### config.mk
export PLATFORM = sky130hd
export DESIGN_NAME = tm1637_frame_feeder
export DESIGN_NICKNAME = d
export VERILOG_FILES = /design/src/rtl/tm1637_pkg.sv /design/src/rtl/seg7_encoder.sv /design/src/rtl/tm1637_frame_feeder.sv
export SDC_FILE = /design/constraint.sdc
export NUM_CORES = 1
export LEC_CHECK = 0
export BUFFER_PORTS_ARGS = -buffer_cell sky130_fd_sc_hd__buf_2
export CORE_MARGIN = 1
export CORE_UTILIZATION = 57
export DETAILED_ROUTE_END_ITERATION = 16
export PLACE_DENSITY = 0.79
export RECOVER_POWER = 25
export SLEW_MARGIN = 20
export SYNTH_ARGS = -nofsm -noshare
export SYNTH_HDL_FRONTEND = slang
export SYNTH_SLANG_ARGS = --single-unit
export TNS_END_PERCENT = 10
### constraint.sdc
create_clock -name clk -period 4.2 [get_ports clk]
set_input_delay 0.21 -clock clk [delete_from_list [all_inputs] [get_ports clk]]
set_output_delay 0.21 -clock clk [all_outputs]
set_load 0.005 [all_outputs]
### src/rtl/tm1637_pkg.sv
// Shared constants for the TM1637 frame feeder: segment table, address base,
// colon bit position and FSM state encoding.
package tm1637_pkg;

    localparam logic [7:0]  ADDR_BASE = 8'hC0;
    localparam int unsigned COLON_BIT = 7;

    // Codes 10..15 map to an all-off pattern so the table can be indexed directly.
    localparam logic [6:0] SEG_TABLE [16] = '{
        7'h3F, 7'h06, 7'h5B, 7'h4F, 7'h66, 7'h6D, 7'h7D, 7'h07,
        7'h7F, 7'h6F, 7'h00, 7'h00, 7'h00, 7'h00, 7'h00, 7'h00
    };

    localparam logic [1:0] ST_IDLE     = 2'd0;
    localparam logic [1:0] ST_WAIT_RDY = 2'd1;
    localparam logic [1:0] ST_SEND     = 2'd2;
    localparam logic [1:0] ST_WAIT_ACK = 2'd3;

endpackage

### src/rtl/seg7_encoder.sv
// Combinational 4-bit code to 7-segment pattern, with a forced-blank override.
module seg7_encoder
    import tm1637_pkg::*;
(
    input  logic [3:0] i_code,
    input  logic       i_blank,
    output logic [6:0] o_seg
);

    always_comb begin
        o_seg = SEG_TABLE[i_code];
        if (i_blank) begin
            o_seg = '0;
        end
    end

endmodule

### src/rtl/tm1637_frame_feeder.sv
// Streams an 8-byte TM1637 display frame (address/segment pairs for 4 digits)
// to a byte-wide control core using a valid/ready-level handshake.
module tm1637_frame_feeder
    import tm1637_pkg::*;
#(
    parameter bit LEADING_BLANK = 1'b0
) (
    input  logic        clk,
    input  logic        reset,
    input  logic        update,
    input  logic [15:0] digits,
    input  logic        colon,
    input  logic        ready_data,
    output logic        data_valid,
    output logic [7:0]  data,
    output logic        busy,
    output logic        frame_done
);

    logic [1:0]  r_state;
    logic [2:0]  r_index;
    logic [15:0] r_digits;
    logic        r_colon;
    logic        r_pend;
    logic [15:0] r_sh_digits;
    logic        r_sh_colon;
    logic        r_data_valid;
    logic [7:0]  r_data;
    logic        r_busy;
    logic        r_frame_done;

    logic [1:0]  w_digit;
    logic [3:0]  w_code;
    logic        w_blank;
    logic [6:0]  w_seg;
    logic [7:0]  w_seg_byte;
    logic [7:0]  w_byte;

    assign w_digit = r_index[2:1];
    assign w_code  = r_digits[{w_digit, 2'b00} +: 4];
    assign w_blank = LEADING_BLANK && (w_digit == 2'd0) && (w_code == 4'd0);

    seg7_encoder u_enc (
        .i_code  (w_code),
        .i_blank (w_blank),
        .o_seg   (w_seg)
    );

    always_comb begin
        w_seg_byte            = {1'b0, w_seg};
        w_seg_byte[COLON_BIT] = (w_digit == 2'd1) && r_colon;
        w_byte                = r_index[0] ? w_seg_byte : (ADDR_BASE | {6'd0, w_digit});
    end

    always_ff @(posedge clk) begin
        if (reset) begin
            r_state      <= ST_IDLE;
            r_index      <= '0;
            r_digits     <= '0;
            r_colon      <= 1'b0;
            r_pend       <= 1'b0;
            r_sh_digits  <= '0;
            r_sh_colon   <= 1'b0;
            r_data_valid <= 1'b0;
            r_data       <= '0;
            r_busy       <= 1'b0;
            r_frame_done <= 1'b0;
        end else begin
            r_data_valid <= 1'b0;
            r_data       <= '0;
            r_frame_done <= 1'b0;

            // Requests during a frame go to the shadow; latest one wins.
            if (update && (r_state != ST_IDLE)) begin
                r_pend      <= 1'b1;
                r_sh_digits <= digits;
                r_sh_colon  <= colon;
            end

            case (r_state)
                ST_IDLE: begin
                    if (update) begin
                        r_digits <= digits;
                        r_colon  <= colon;
                        r_index  <= '0;
                        r_busy   <= 1'b1;
                        r_state  <= ST_WAIT_RDY;
                    end
                end
                ST_WAIT_RDY: begin
                    if (ready_data) begin
                        r_data_valid <= 1'b1;
                        r_data       <= w_byte;
                        r_state      <= ST_SEND;
                    end
                end
                ST_SEND: begin
                    r_state <= ST_WAIT_ACK;
                end
                ST_WAIT_ACK: begin
                    if (!ready_data) begin
                        r_index <= r_index + 3'd1;
                        if (r_index == 3'd7) begin
                            r_frame_done <= 1'b1;
                            // A request arriving on the completion edge is newer than the shadow.
                            if (update) begin
                                r_pend   <= 1'b0;
                                r_digits <= digits;
                                r_colon  <= colon;
                                r_state  <= ST_WAIT_RDY;
                            end else if (r_pend) begin
                                r_pend   <= 1'b0;
                                r_digits <= r_sh_digits;
                                r_colon  <= r_sh_colon;
                                r_state  <= ST_WAIT_RDY;
                            end else begin
                                r_busy  <= 1'b0;
                                r_state <= ST_IDLE;
                            end
                        end else begin
                            r_state <= ST_WAIT_RDY;
                        end
                    end
                end
                default: r_state <= ST_IDLE;
            endcase
        end
    end

    assign data_valid = r_data_valid;
    assign data       = r_data;
    assign busy       = r_busy;
    assign frame_done = r_frame_done;

endmodule
==> results_dict.tcl <==
set metrics [dict create \
    netlist_area_mm2 0.00245 \
    period_share_pct 57.4 \
    route.detailed.drc 0 \
    worstSetupStartpointType "flop" \
    cp_cell_sequence "ha_1 > ha_1 > nand3b_1 > a21oi_2 > buf_4 > or2_1 > a211oi_1" \
    crit_arrival_ns 2.56 \
    syn2layout_area_growth_pct 7.75 \
    clock_latency_ns 0.30 \
    vias_per_cell 5.38 \
    p_int_mw 0.917 \
    antenna_left 0 \
    ys_seq_elements 51 \
    fin_nets 322 \
    crit_required_ns 4.35 \
    pwr-share-comb_pct 36.6 \
    design_area_mm2 0.00265 \
    dp_hpwl_um 3010 \
    ir_drop_v 0.000277 \
    grt_pass1_vias 1606 \
    root_buffer "clkbuf_8" \
    hold_class "primary input to flop" \
    critPathKind "flop to flop" \
    finalSetupViolCount 0 \
    ys_warn_count 0 \
    cp_common_cell "ha_1" \
    die_area_mm2 0.00457 \
    maxCapViolations 0 \
    place_congestion 0.799 \
    max_stage_delay_ns 0.63 \
    firstDrtPassIters 4 \
    h-tree-depth 2 \
    io_pins 32 \
    seq_power_share_pct 45.1 \
    syn_avg_cell_area_um2 9.09 \
    grt_start_max_net_pins 44 \
    n_fill_cell 345 \
    clock.fmax_ghz 0.415 \
    synth_ff_type "dfxtp_1" \
    mostFrequentLayoutCells "dfxtp_1 (51), nand2_1 (42), a21oi_1 (24)" \
    grt.total_usage_pct 20.9 \
    path_max_fanout 18 \
    rsz0062_at_grt "no" \
    post-route-min-period_ns 2.41 \
    worstMarginPinSlew_ns 0.861 \
    drt-initial-drc-count 171 \
    end_kind "flop" \
    multi_input_area_mm2 0.00129 \
    cts_made_buffers 5 \
    power_frac_clock_pct 18.3 \
    wl_per_cell_um 12.8 \
    path_delay_family "simple AND/OR/NAND/NOR gates" \
    p_sw_mw 0.520 \
    synth_cell_types 37 \
    cts_setup_buffers 0 \
    coreArea_mm2 0.00406 \
    cts.clk_slew.worst_paths_ns 0.08 \
    skew_ns 0.00603 \
    layout_commonest_cell "dfxtp_1" \
    slew_violations 0 \
    p_per_area_mw_per_mm2 544 \
    synth_seq_area_share_pct 41.6 \
    antenna_found_initial 0 \
    clk_path_buf_depth 2 \
    port_buffers 31 \
    relSlewSlack_pct 42.6 \
    placed_cells 332 \
    switching_share_pct 36.2 \
    cts.sinks 51 \
    hold_buffers 0 \
    synth.net_count 303 \
    worst-path-buf-inv 1 \
    cp_slowest_cell "or2_1" \
    hold_violations 0 \
    placed_cell_area_mm2 0.00257 \
    grt_first_pass_wirelength_um 7210 \
    vias 1829 \
    async_flop_share_pct 0 \
    regArea_mm2 0.00102 \
    final_layout_size_suffix_gt1_share_pct 17.2 \
    drt_wl_total_um 4360 \
    power_leakage_nw 1.12 \
    fin_tns_setup_ns 0 \
    n_antenna_cell 0 \
    syn_inst 270 \
    die_y_um 67.6 \
    status "finished, final reports clean" \
    cts.repair.resized 0 \
    fin_cells 340 \
    die_w_um 67.6 \
    synth_edf_count 0 \
    grt_overflow 0 \
    start_util_pct 60.5 \
    num_rows 23 \
    cts_tree "yes" \
]
-- synthesized netlist by cell type, drive strengths merged (3+ instances only) --
cell / count / area [um^2]
o21ai: 7 / 35.0
nand3b: 4 / 30.0
nor2: 12 / 45.0
ha: 12 / 150
mux4: 4 / 90.1
a21oi: 25 / 129
inv: 9 / 33.8
mux2i: 18 / 180
clkbuf: 11 / 42.5
a211oi: 17 / 178
a31oi: 3 / 18.8
nor3: 20 / 100
nand2b: 9 / 63.8
nand2: 43 / 164
buf: 9 / 66.3
dfxtp: 51 / 1020
-- worst register-to-register path, cell delays in order, from the launching register on --
cell,delay [ns]
dfxtp_1,0.52
ha_1,0.22
ha_1,0.17
nand3b_1,0.17
a21oi_2,0.15
buf_4,0.22
or2_1,0.63
a211oi_1,0.18
-- cell type report --
type	instances	share of cell area [%]
clock buffer	7	2.89
sequential	51	38.6
clock inverter	1	0.189
tap	50	2.37
timing repair buffer	32	5.77
inverter	9	1.28
multi-input combinational	190	48.9
-- power by group through the flow --
stage	clock network [mW]	logic (mW)	registers (mW)
CTS	0.271	0.528	0.648
finish	0.263	0.526	0.649
global route	0.297	0.598	0.660
floorplan	0	0.459	0.639
global placement	0	0.517	0.654
detailed placement	0	0.527	0.658
-- layer usage --
metal  share of wire (%)  track usage, %  vias up  wire, um
li1                    -               -      970         -
met1                  50            29.0      812      2180
met2                  44            30.7       41      1920
met3                 5.0            7.09        6       218
met4                 1.1            5.32        0        46
met5                   0               0        -         0
-- sequential cells by signal, summed over array words and instances, names as in the netlist --
signal,count
r_state,2
r_pend,1
data_valid,1
r_digits,16
r_index,3
frame_done,1
r_sh_digits,16
r_sh_colon,1
data,8
r_colon,1
busy,1
-- per-stage QoR --
stage | util [%] | power (mW) | hold slack [ns] | setup WS [ns]
2_1_floorplan | - | 1.10 | 0.346 | 2.26
4_1_cts | 65.4 | 1.45 | 0.140 | 1.80
5_1_grt | 65.2 | 1.55 | 0.144 | 1.63
3_3_place_gp | 63.4 | 1.17 | 0.441 | 1.95
3_5_place_dp | 63.4 | 1.19 | 0.446 | 1.83
6_report | 65.2 | 1.44 | 0.144 | 1.79
-- kinds of logic after synthesis --
family                   after synthesis  synth area share [%]
multiplexers                          22                  11.0
flip-flops                            51                  41.6
AND/OR/NAND/NOR                       97                  18.7
buffers and inverters                 29                  5.81
AO/OA/AOI/OAI                         59                  16.8
adder cells (fa/ha/maj)               12                  6.12
-- final timing paths --
kind | from | end | slack [ns] | cells after the start
max | r_index[1] | r_digits[5] | 1.79 | 7
min | digits[8] | r_sh_digits[8] | 0.14 | 3
max reg2reg | r_index[1] | r_digits[5] | 1.79 | 7
min reg2reg | r_sh_digits[0] | r_sh_digits[0] | 0.46 | 2
(Power assumes the default switching activity.)
